$ cat src/rtl/byte_uart_tx.sv
// Console UART transmitter: queues write-strobed bytes in a small FIFO and
// serialises each one as an 8N1 frame on txd at CLK_DIV clocks per bit.
module byte_uart_tx #(
   parameter int CLK_DIV = 434,
   parameter int FIFO_AW = 4
) (
   input  logic               clk,
   input  logic               resetn,
   input  logic [7:0]         in_byte,
   input  logic               in_byte_en,
   output logic               txd,
   output logic               busy,
   output logic               fifo_full,
   output logic [FIFO_AW:0]   fifo_level,
   output logic               overflow,
   input  logic               ovf_clr
);

   localparam int DEPTH = 2 ** FIFO_AW;
   localparam int LW    = FIFO_AW + 1;
   localparam logic [LW-1:0] FULL_LEVEL  = LW'(DEPTH);
   localparam logic [15:0]   BAUD_RELOAD = 16'(CLK_DIV - 1);

   typedef enum logic [1:0] {IDLE, START, DATA, STOP} state_t;

   state_t        state_q, state_d;
   logic          txd_q, txd_d;
   logic [7:0]    shift_q, shift_d;
   logic [15:0]   baud_q, baud_d;
   logic [2:0]    bit_q, bit_d;
   logic [LW-1:0] wr_ptr_q, wr_ptr_d;
   logic [LW-1:0] rd_ptr_q, rd_ptr_d;
   logic          overflow_q, overflow_d;
   logic [7:0]    mem_q [DEPTH];

   logic [LW-1:0] level;
   logic          push;
   logic          pop;
   logic          baud_zero;

   // Pointers carry one extra bit so a full FIFO is distinguishable from empty.
   always_comb begin
      level      = wr_ptr_q - rd_ptr_q;
      fifo_full  = (level == FULL_LEVEL);
      push       = in_byte_en && !fifo_full;
      pop        = (state_q == IDLE) && (level != '0);
      baud_zero  = (baud_q == 16'd0);
      wr_ptr_d   = wr_ptr_q + LW'(push);
      rd_ptr_d   = rd_ptr_q + LW'(pop);
      overflow_d = overflow_q;
      if (in_byte_en && fifo_full) begin
         overflow_d = 1'b1;
      end else if (ovf_clr) begin
         overflow_d = 1'b0;
      end
   end

   always_ff @(posedge clk or negedge resetn) begin
      if (!resetn) begin
         state_q    <= IDLE;
         txd_q      <= 1'b1;
         shift_q    <= 8'd0;
         baud_q     <= 16'd0;
         bit_q      <= 3'd0;
         wr_ptr_q   <= '0;
         rd_ptr_q   <= '0;
         overflow_q <= 1'b0;
      end else begin
         state_q    <= state_d;
         txd_q      <= txd_d;
         shift_q    <= shift_d;
         baud_q     <= baud_d;
         bit_q      <= bit_d;
         wr_ptr_q   <= wr_ptr_d;
         rd_ptr_q   <= rd_ptr_d;
         overflow_q <= overflow_d;
      end
   end

   always_ff @(posedge clk) begin
      if (push) begin
         mem_q[wr_ptr_q[FIFO_AW-1:0]] <= in_byte;
      end
   end

   always_comb begin
      state_d = state_q;
      case (state_q)
         IDLE:    if (pop) state_d = START;
         START:   if (baud_zero) state_d = DATA;
         DATA:    if (baud_zero && (bit_q == 3'd7)) state_d = STOP;
         STOP:    if (baud_zero) state_d = IDLE;
         default: state_d = IDLE;
      endcase
   end

   // Every bit boundary reloads the counter so each bit lasts exactly CLK_DIV cycles.
   always_comb begin
      txd_d   = txd_q;
      shift_d = shift_q;
      baud_d  = baud_q;
      bit_d   = bit_q;
      case (state_q)
         IDLE: begin
            if (pop) begin
               txd_d   = 1'b0;
               shift_d = mem_q[rd_ptr_q[FIFO_AW-1:0]];
               baud_d  = BAUD_RELOAD;
            end else begin
               txd_d = 1'b1;
            end
         end
         START: begin
            if (baud_zero) begin
               txd_d  = shift_q[0];
               baud_d = BAUD_RELOAD;
               bit_d  = 3'd0;
            end else begin
               baud_d = baud_q - 16'd1;
            end
         end
         DATA: begin
            if (baud_zero) begin
               baud_d = BAUD_RELOAD;
               if (bit_q != 3'd7) begin
                  shift_d = shift_q >> 1;
                  txd_d   = shift_q[1];
                  bit_d   = bit_q + 3'd1;
               end else begin
                  txd_d = 1'b1;
               end
            end else begin
               baud_d = baud_q - 16'd1;
            end
         end
         STOP: begin
            if (!baud_zero) begin
               baud_d = baud_q - 16'd1;
            end
         end
         default: begin
            txd_d = 1'b1;
         end
      endcase
   end

   assign txd        = txd_q;
   assign busy       = (state_q != IDLE) || (level != '0);
   assign fifo_level = level;
   assign overflow   = overflow_q;

endmodule

$ cat config.mk
export PLATFORM = sky130hd
export DESIGN_NAME = byte_uart_tx
export DESIGN_NICKNAME = d
export VERILOG_FILES = /design/src/rtl/byte_uart_tx.sv
export SDC_FILE = /design/constraint.sdc
export NUM_CORES = 1
export LEC_CHECK = 0
export BUFFER_PORTS_ARGS = -buffer_cell sky130_fd_sc_hd__buf_2
export CORE_MARGIN = 4
export CORE_UTILIZATION = 60
export CTS_CLUSTER_SIZE = 24
export DETAILED_ROUTE_END_ITERATION = 10
export PLACE_DENSITY = 0.86
export SYNTH_ARGS = -nofsm -noshare
export SYNTH_HDL_FRONTEND = slang
export SYNTH_SLANG_ARGS = --single-unit
export TNS_END_PERCENT = 20
$ cat constraint.sdc
create_clock -name clk -period 8 [get_ports clk]
set_input_delay 1.6 -clock clk [delete_from_list [all_inputs] [get_ports clk]]
set_output_delay 1.6 -clock clk [all_outputs]
set_load 0.02 [all_outputs]
# Yosys cells after proc, flatten, opt, wreduce, memory -nomap -nowiden
# Memory sizes are Yosys's and may differ from the RTL's.
# Index checks and enable logic that the tools add are counted.
# W data, S select, Z words.
# totals
ff_bits	41
ram_bits	128
inputBits	12
wordCells	73
memories	1
# op_classes
addsub	5
n_eq_ne	13
muxes	26
reduce_logical	20
# mem_list
memory	words	word_bits	read_ports	rd_clocked_by_memory_dff	wr	line	rtl
mem_q	16	8	1	0	1	34	logic [7:0] mem_q [DEPTH];
# ops
op	n
$mux W16	3
$pmux W16 S3	1
$mux W8	3
$logic_not A16 Y1	1
$pmux W8 S2	1
$sub A16 B1 Y16 const B	1
$ne A2 B2 Y1 const B	7
$reduce_and A4 Y1	3
$add A5 B1 Y5	2
$mux W3	3
$mux W1	8
$mux W2	4
$pmux W2 S4	1
$reduce_bool A2 Y1	4
$pmux W3 S2	1
$eq A5 B5 Y1 const B	1
$reduce_bool A5 Y1	1
$sub A5 B5 Y5	1
$eq A2 B2 Y1 const B	2
$logic_and A1 B1 Y1	4
$add A3 B1 Y3 const B	1
$eq A3 B3 Y1 const B	1
$ne A3 B3 Y1 const B	1
$pmux W1 S3	1
other kinds (8)	8

# Logic depth before layout (Yosys ltp)
# Gate-level depths: netlist of run 1.
# depth
word_depth	6
ltp_mapped	14

# Worst setup path after synthesis of run 1
# Ideal clock, no wire load.
# synth_timing
path_type	register to output
start	register rd_ptr_q[2]
end	output busy
arrival_ps	2504
t_required_ps	6400
slack_ps	3896
path_stages_with_launch	10
path_buffers	2
cell_sequence	dfrtp_1 clkbuf_1 clkbuf_1 inv_1 ha_1 xnor2_1 nor4b_1 nor2_1 nor3_4 inv_1
# synth_via
elab_chain_cells	3
# synth_lines
element	line	rtl
from (decl)	32	logic [LW-1:0] rd_ptr_q, rd_ptr_d;
from (signal assigned)	75	rd_ptr_q <= rd_ptr_d;
$sub A5 B5 Y5	43	level = wr_ptr_q - rd_ptr_q;
via fifo_level[2]	14	output logic [FIFO_AW:0] fifo_level,
$reduce_bool A5 Y1	148	assign busy = (state_q != IDLE) || (level != '0);
$logic_or A1 B1 Y1	148	
to (decl)	12	output logic busy,
# The timed path passes the listed nets, and every way through them passes these cells.

# Final worst setup path of run 1
# layout_timing
start	register rd_ptr_q[2]
end	output busy
# layout_via
elab_chain_cells	3
# layout_lines
element	line
$sub A5 B5 Y5	43
$reduce_bool A5 Y1	148
$logic_or A1 B1 Y1	148
# No other way between the ends.

==> out/metrics.csv, run 1 <==
metric,value,unit
status,finished clean,
R2R setup slack,3.59,ns
core footprint,12010,sq um
Final GP Congestion,0.8437,
RSZ-0062 raised after global routing,false,
hold_buf cts,0,
"Cell Count, Final, Fillers Out",668,
chip height,118.6,um
max-cap violation count,0,
sequence of cells on the critical path,"inv_1, ha_1, a21o_2, nor4b_1, nor2_1, nor3_4, inv_1, buf_2",
CP peak stage delay,1.00,ns
Worst Hold Launch,txd,
final wirelength,14850,um
IO Port Bufs,20,
DR iter-0 viols,427,
global route overflow,0,
Worst R2R Path Depth,8,
die width,118.6,um
"Top cell by count, worst path",inv_1,
Post-DP HPWL,9653,um
#FFs+latches synth,169,
Worst Path Max Fanout,25,
yosys warns,0,
Post-synth EDFFs,128,
Area Growth Syn to Fin,10.80,%
DR vias,4273,
"delay-heaviest family, CP",flip-flops,
Initial Util,61.06,%
Routed wire per std cell,22.23,um
GRT busiest layer,met2,
post-synth top area share,52.41,%
WHS Endpoint,txd,
post-CTS setup buffers,0,
Worst Path Required,6.40,ns
H-tree levels,4,
fin. max-slew vios,0,
top post-synthesis cells by area,"edfxtp_1 (52%), dfrtp_1 (14%), mux4_2 (8.0%)",
DRT Pass-1 Iters,5,
Tot GR Track Use,22.40,%
vias in the first global route,4252,
placed cell count,636,
WHS Path Cells,2,
asr flop ratio synth,24.26,%
Pwr Density,413.0,nW/um^2
average cell area after synthesis,15.12,sq um
"Top FF cell, synth",edfxtp_1,
worst slew pin tran,1.224,ns
crit path buf inv count,3,
Max clock buf depth,2,
DRC viols,0,
M2 GR Usage,35.24,%
worst endpoint data arrival time,3.48,ns
post-synth top area cell,edfxtp_1,
TNS Setup,0,ns
Vias/cell,6.397,
DIE AREA,14060,sq um
CP startpoint kind,flip-flop,
count of different cell masters after synthesis,54,
peak supply drop,223.2,uV
Mapped Cells,485,
antenna violations before repair,0,
Layout Skew,0.01577,ns
number of gates resized after CTS,0,
Max Clk Rate,196.7,MHz
# rows,40,
most frequent cell after synthesis,edfxtp_1,
syn_nets,514,
Final Cycle Share,63.55,%
RR Endpoint,mem_q[1][4],
Clock Sinks,169,
# setup viols final,0,
clock latency at the later pin of the worst-skew pair,0.44,ns
clock transition at the registers of the reported paths,0.06,ns
grt met3 use,5.598,%
Worst slew margin,17.80,%
"Seq/Total Area, Yosys",66.41,%
CP endpoint kind,output port,
endpoints failing hold,0,
layout cells sized above 1,19.58,%
post-synthesis cell area,7335,sq um
n_diodes,0,
largest net degree at the start of global routing,42,
num ports,21,
first-pass GRT wire length,23720,um
Final min period,5.084,ns
most frequent cells after synthesis,"edfxtp_1 (128), dfrtp_1 (40), nor2_1 (39)",
Inserted Clock Buffers,17,
met1 usage,30.51,%
CTS tree,yes,
Min-Delay Path Class,flip-flop to flip-flop,
Clk Tree Root Cell,clkbuf_16,
fin nets,537,
critical path class,flip-flop to output port,
R2R Path Start,rd_ptr_q[2],
Pleak,2.972,nW
CP max-delay cell,dfrtp_1,
Routed Antenna Nets,0,
## metal layers
layer,vias up,routed length [um]
met5,-,0
met4,0,270
met3,23,1180
met2,215,7440
met1,2117,5956
li1,1918,-
## worst min-delay path: cells and delay by family, from the launching register on
family | cells | cell delay, ns
flip-flops | 1 | 0.36
AO/OA/AOI/OAI | 2 | 0.13
## layout by cell type, fill, tap and decap left out, types with 2 or more instances in the layout
master | Yosys | routed
nand2_1 | 25 | 25
mux4_2 | 26 | 26
mux2_2 | 8 | 8
dfrtp_1 | 40 | 39
clkinvlp_4 | 0 | 2
edfxtp_1 | 128 | 128
ha_1 | 16 | 16
nor2_4 | 2 | 2
xor2_1 | 5 | 5
mux2i_1 | 19 | 19
nor2_1 | 39 | 39
clkbuf_16 | 0 | 17
buf_2 | 1 | 20
nor3_1 | 14 | 14
xnor2_1 | 5 | 5
o211ai_1 | 6 | 6
nand2b_1 | 4 | 4
or2_2 | 4 | 4
o21ai_0 | 24 | 24
o31ai_1 | 3 | 3
a31oi_1 | 3 | 3
a221oi_1 | 6 | 6
inv_1 | 18 | 18
nand3_1 | 19 | 19
o22a_1 | 4 | 4
a21oi_1 | 16 | 16
clkinv_4 | 0 | 3
a211oi_1 | 3 | 3
nand3b_1 | 3 | 3
inv_6 | 0 | 3
nor4_1 | 2 | 2
a22o_1 | 5 | 5
bufinv_16 | 0 | 2
## final cells by class
class                   count  area (sq um)
inverters                  19         71.32
fillers                   775          3885
clock inverters            14         163.9
clock buffers              18         429.2
flip-flops and latches    169          4872
multi-input cells         280          2298
repair buffers             21         107.6
well taps                 147         183.9
## power breakdown
part	internal, mW	switching [mW]
clock	0.466	0.350
combinational	0.505	0.781
sequential	1.11	0.142
## sequential cells by signal, summed over array words and instances (netlist names)
name / flops
baud_q: 16
wr_ptr_q: 5
bit_q: 3
shift_q: 8
overflow: 1
mem_q: 128
txd: 1
state_q: 2
rd_ptr_q: 5
## logic make-up (layout without fill, tap and decap cells)
kind of cell	count (synthesis)	in the layout	share of synthesized area (%)
flip-flops	169	169	66.41
AND/OR/NAND/NOR	118	118	7.813
AO/OA/AOI/OAI	82	82	7.523
multiplexers	53	53	11.80
buffers and inverters	36	72	2.252
adder cells (fa/ha/maj)	17	17	3.002
XOR/XNOR	10	10	1.194
## metrics by stage
stage / total power [mW] / hold WS [ns] / instance area (sq um) / worst slack (ns) / utilization, %
after floorplan: 2.200 / 0.4512 / 7335 / 3.896 / -
after global placement: 2.475 / 0.4744 / 7533 / 3.497 / 62.72
after detailed placement: 2.531 / 0.4810 / 7533 / 3.428 / 62.72
after CTS: 3.356 / 0.4898 / 8127 / 2.931 / 67.66
after global routing: 3.538 / 0.5021 / 8127 / 2.623 / 67.66
final: 3.356 / 0.4904 / 8127 / 2.916 / 67.66
## worst max-delay path by stage
stage | to | depth (start not counted) | start
2_1_floorplan | busy | 9 | rd_ptr_q[2]
5_1_grt | busy | 9 | rd_ptr_q[2]
6_report | busy | 8 | rd_ptr_q[2]
3_3_place_gp | busy | 8 | rd_ptr_q[2]
4_1_cts | busy | 8 | rd_ptr_q[2]
3_5_place_dp | busy | 8 | rd_ptr_q[2]
Power figures use the tool's default switching activity.
==> inputs of run 2 (changes only) <==
- ABC_AREA: default -> 1
- CORE_UTILIZATION: 60 -> 56
- PLACE_DENSITY: 0.86 -> 0.85
- clock period: 8 -> 4.55 ns (I/O delays scaled with it)
==> run 2 against run 1 <==
Sequential power grew 48%. Die area grew 17%. Clock skew is 0.0042 ns lower. Critical path type unchanged. Cell count up 64%.
==> out/metrics.csv, run 2 <==
metric,value,unit
post-CTS setup buffers,0,
most frequent cells after synthesis,"nand2_1 (321), edfxtp_1 (128), inv_1 (111)",
yosys warns,0,
xor/xnor share of the synthesized area,2.062,%
Tot GR Track Use,23.68,%
Worst Path Required,3.64,ns
DRT Pass-1 Iters,6,
top post-synthesis cells by area,"edfxtp_1 (48%), nand2_1 (15%), dfrtp_1 (12%)",
max reg flops,128,
endpoints failing hold,0,
Final GP Congestion,0.8551,
chip height,128.0,um
"Cell Count, Final, Fillers Out",1095,
peak supply drop,562.4,uV
Mapped Cells,886,
max-cap violation count,0,
antenna violations before repair,0,
mux cell area share after synthesis,0,%
clock power share,36.7,%
n_diodes,0,
DR vias,5983,
DR iter-0 viols,665,
Area Growth Syn to Fin,10.17,%
Layout Skew,0.01157,ns
Routed wire per std cell,16.83,um
Initial Util,57.69,%
placed cell count,1063,
CP endpoint kind,output port,
main combinational cell family by area after synthesis,simple AND/OR/NAND/NOR gates,
Worst Path Max Fanout,13,
Pleak,4.108,nW
vias in the first global route,5951,
IO Port Bufs,20,
worst slew pin tran,1.058,ns
"commonest non-fill, non-tap cells in the layout","nand2_1 (321), edfxtp_1 (128), inv_1 (111), nor2_1 (88), nand3_1 (76)",
critical path class,flip-flop to output port,
Routed Antenna Nets,0,
asr flop ratio synth,24.26,%
syn_nets,915,
H-tree levels,4,
Clk Tree Root Cell,clkbuf_16,
num ports,21,
most frequent cell after synthesis,nand2_1,
fin. max-slew vios,0,
DIE AREA,16400,sq um
R2R setup slack,1.07,ns
RSZ-0062 raised after global routing,false,
largest net degree at the start of global routing,67,
first-pass GRT wire length,29440,um
Comb power frac,15.3,%
Max Clk Rate,275.7,MHz
TNS Setup,0,ns
sequential share of power,47.9,%
core footprint,13990,sq um
final wirelength,18430,um
Synth Area in Simple Gates,25.67,%
# rows,43,
Final min period,3.627,ns
Worst slew margin,29.36,%
Inserted Clock Buffers,17,
post-synthesis adder-cell area fraction,2.729,%
Pint,2.711,mW
Vias/cell,5.464,
Synth Area in Compound Gates,2.341,%
average cell area after synthesis,9.109,sq um
# setup viols final,0,
post-synth top area share,47.63,%
CP startpoint kind,flip-flop,
worst endpoint data arrival time,2.72,ns
Post-DP HPWL,11580,um
Clock Sinks,169,
post-synth top area cell,edfxtp_1,
switching part of the total,30.61,%
CTS tree,yes,
hold_buf cts,0,
count of different cell masters after synthesis,31,
global route overflow,0,
clock transition at the registers of the reported paths,0.07,ns
number of gates resized after CTS,0,
"Top FF cell, synth",edfxtp_1,
fin nets,931,
"Seq/Total Area, Yosys",60.36,%
Max clock buf depth,2,
post-synthesis cell area,8070,sq um
DRC viols,0,
Final Cycle Share,79.70,%
clock latency at the later pin of the worst-skew pair,0.44,ns
#FFs+latches synth,169,
Min-Delay Path Class,flip-flop to flip-flop,
Pwr Density,439.4,nW/um^2
layout cells sized above 1,7.978,%
status,finished clean,
Post-synth EDFFs,128,
die width,128.0,um
sw power,1.196,mW
"most common cell after layout, fill and taps aside",nand2_1,
## run 2: cell count changes after synthesis, moves of 6 or more
cell	delta
mux2_2	-8
nand2_1	+296
nor2_2	+6
xor2_1	+11
o21ai_0	-7
mux2i_1	-19
nor3_1	-13
nor2_1	+49
inv_1	+93
buf_2	+11
nand3_1	+57
o211ai_1	-6
mux4_2	-26
## run 2: path summary, 6_finish.rpt
| path | startpoint | cells after the start | end |
|---|---|---|---|
| max in group asynchronous | resetn | 1 | rd_ptr_q[0] |
| hold reg to reg | txd | 2 | txd |
| hold / removal | txd | 2 | txd |
| setup / recovery | rd_ptr_q[2] | 8 | busy |
| min in group asynchronous | resetn | 1 | baud_q[6] |
| setup reg to reg | rd_ptr_q[2] | 10 | mem_q[0][1] |
## run 2: logic make-up after synthesis
kind of cell             after synthesis
AND/OR/NAND/NOR                      504
adder cells (fa/ha/maj)               17
buffers and inverters                141
flip-flops                           169
XOR/XNOR                              19
AO/OA/AOI/OAI                         36
## run 2: final cells by class
cell class	count	area, sq um
Clock buffer	17	425.4
Clock inverter	15	170.2
Fill cell	1102	5097
Inverter	116	435.4
Multi-Input combinational cell	576	2648
Sequential cell	169	4872
Tap cell	180	225.2
Timing Repair Buffer	22	115.1
## run 2: metal layers
metal	vias to the layer above	global-route usage [%]	share of wire [%]
li1	2851	-	-
met1	2809	28.82	39
met2	263	39.06	49
met3	60	6.250	7.5
met4	0	11.99	3.9
met5	-	0	0
## run 2: critical path, stage by stage (launching register included)
cell and delay [ns]:
dfrtp_1 0.59, clkinv_1 0.31, ha_1 0.46, nand3_1 0.15, nand2_1 0.11, nand2_1 0.06, nand2_1 0.18, nand4_4 0.19
buf_2 0.22
## run 2: power groups by stage
| stage | clock network, mW | registers, mW | logic, mW |
|---|---|---|---|
| 2_1_floorplan | 0 | 1.89 | 0.391 |
| 3_3_place_gp | 0 | 1.90 | 0.561 |
| 3_5_place_dp | 0 | 1.90 | 0.577 |
| 4_1_cts | 1.45 | 1.87 | 0.597 |
| 5_1_grt | 1.52 | 1.88 | 0.656 |
| 6_report | 1.44 | 1.87 | 0.598 |
## run 2: per-stage QoR
step	util, %	power [mW]	hold slack [ns]	worst slack (ns)	instance area [sq um]
after global routing	63.56	4.062	0.4775	0.7470	8891
after floorplan	-	2.278	0.4452	1.680	8070
after global placement	59.30	2.459	0.4543	1.381	8295
final	63.56	3.907	0.4630	0.9235	8891
after detailed placement	59.30	2.479	0.4524	1.277	8295
after CTS	63.56	3.916	0.4642	0.9464	8891
==> inputs of run 3 (changes only) <==
- clock period: 4.55 -> 3.01 ns (I/O delays scaled with it)
==> run 3 against run 2 <==
Via count increased by 1.1%. Cell count increased by 2.2%. Worst setup slack got worse by 0.89 ns. Die area unchanged. Clock skew decreased by 0.0031 ns. Core utilization increased by 1.4 points. Sequential share of layout area decreased by 1.2 points. Clock power increased by 51%. Sequential power increased by 51%. Count of clock-buffer cells in the layout increased by 1.
==> out/metrics.csv, run 3 (same netlist as run 2, synthesis figures left out) <==
metric,value,unit
Final min period,2.973,ns
grt met3 use,5.542,%
CP startpoint kind,flip-flop,
Routed Antenna Nets,0,
Power Total,5.962,mW
Post-DP HPWL,11820,um
"Top cell by count, worst path",nand2_1,
Worst Path Required,2.41,ns
DIE AREA,16400,sq um
placed cell count,1084,
hold_buf cts,0,
M2 GR Usage,39.28,%
DRC viols,0,
"Cell Count, Final, Fillers Out",1119,
Final Cycle Share,98.77,%
clock latency at the later pin of the worst-skew pair,0.43,ns
critical path class,flip-flop to output port,
first-pass GRT wire length,29030,um
sequence of cells on the critical path,"inv_1, ha_1, fa_2, nand2_1, nor2_2, nand2_1, nor2_4, buf_4",
global route overflow,0,
Pwr Density,655.9,nW/um^2
CTS tree,yes,
peak supply drop,658.5,uV
Area Growth Syn to Fin,12.64,%
Inserted Clock Buffers,17,
CP endpoint kind,output port,
CP max-delay cell,fa_2,
chip height,128.0,um
max reg flops,128,
core footprint,13990,sq um
Max Clk Rate,336.4,MHz
# rows,43,
n_diodes,0,
layout cells sized above 1,10.33,%
largest net degree at the start of global routing,67,
"commonest non-fill, non-tap cells in the layout","nand2_1 (320), edfxtp_1 (128), inv_1 (111), nor2_1 (88), nand3_1 (76)",
status,finished clean,
Vias/cell,5.407,
num ports,21,
fin nets,955,
IO Port Bufs,20,
DR vias,6050,
fin. max-slew vios,0,
"most common cell after layout, fill and taps aside",nand2_1,
Worst slew margin,38.14,%
worst slew pin tran,0.9279,ns
clock transition at the registers of the reported paths,0.06,ns
final wirelength,18130,um
Routed wire per std cell,16.20,um
antenna violations before repair,0,
Worst R2R Path Depth,11,
Initial Util,57.69,%
Tot GR Track Use,22.98,%
max-cap violation count,0,
vias in the first global route,5947,
DRT Pass-1 Iters,5,
GRT busiest layer,met2,
endpoints failing hold,0,
Pleak,4.225,nW
Max clock buf depth,2,
Worst Path Max Fanout,3,
Clock Sinks,169,
CP peak stage delay,0.54,ns
# setup viols final,0,
die width,128.0,um
Min-Delay Path Class,primary input to async pin,
met1 usage,28.10,%
Layout Skew,0.008494,ns
Clk Tree Root Cell,clkbuf_16,
DR iter-0 viols,799,
H-tree levels,4,
worst endpoint data arrival time,2.37,ns
Final GP Congestion,0.8963,
run 3: changes by cell type in the layout (fill, tap and decap cells not counted), moves of 2 or more:
cell	change
bufinv_16	+2
clkinvlp_4	+3
buf_4	+24
clkinv_8	-5
inv_6	-3
run 3: final timing paths:
| kind | from | to | slack [ns] |
|---|---|---|---|
| worst max-delay path | wr_ptr_q[0] | fifo_full | 0.04 |
| worst min-delay path | resetn | baud_q[10] | 0.32 |
| min in group clk | ovf_clr | overflow | 0.39 |
| max in group asynchronous | resetn | rd_ptr_q[0] | 2.06 |
| worst min register to register | txd | txd | 0.47 |
| worst max register to register | wr_ptr_q[0] | mem_q[12][4] | 0.25 |
run 3: critical path, delay by kind of cell (launching register included):
family	cells	cell delay [ns]
AND/OR/NAND/NOR	4	0.53
flip-flops	1	0.40
adder cells (fa/ha/maj)	2	0.77
buffers and inverters	2	0.26
run 3: report_power, final:
group / internal (mW) / total (mW) / switching (mW)
logic: 0.305 / 0.965 / 0.660
clock network: 1.24 / 2.17 / 0.929
registers: 2.74 / 2.83 / 0.0872
run 3: per-layer routing:
metal | up-vias | part of all wire, % | wire, um
met2 | 305 | 51 | 9162
met5 | - | 0 | 0
met3 | 50 | 8.2 | 1480
met1 | 2795 | 39 | 7020
li1 | 2900 | - | -
met4 | 0 | 2.6 | 463
run 3: timing repair:
item                       4_1_cts  5_1_grt
resized for setup                0        4
setup endpoints to repair        1       22
pin swaps                        0        1
buffers inserted                 1        2
run 3: layout make-up:
class                   instances  area, sq um
clock buffers                  18        429.2
clock inverters                14        160.2
fillers                      1012         4898
inverters                     116        435.4
multi-input cells             576         2658
flip-flops and latches        169         4872
well taps                     180        225.2
repair buffers                 46        310.3
run 3: per-stage QoR:
step | setup WS, ns | hold slack, ns | setup TNS [ns] | util, % | cell area, sq um
after floorplan | 0.1398 | 0.3064 | 0 | - | 8070
after global placement | 0.2995 | 0.4587 | 0 | 60.52 | 8466
after global routing | -0.05879 | 0.3898 | -0.05879 | 64.98 | 9090
after detailed placement | 0.2476 | 0.4591 | 0 | 60.52 | 8466
final | 0.03705 | 0.3169 | 0 | 64.98 | 9090
after CTS | 0.05726 | 0.3475 | 0 | 64.79 | 9062
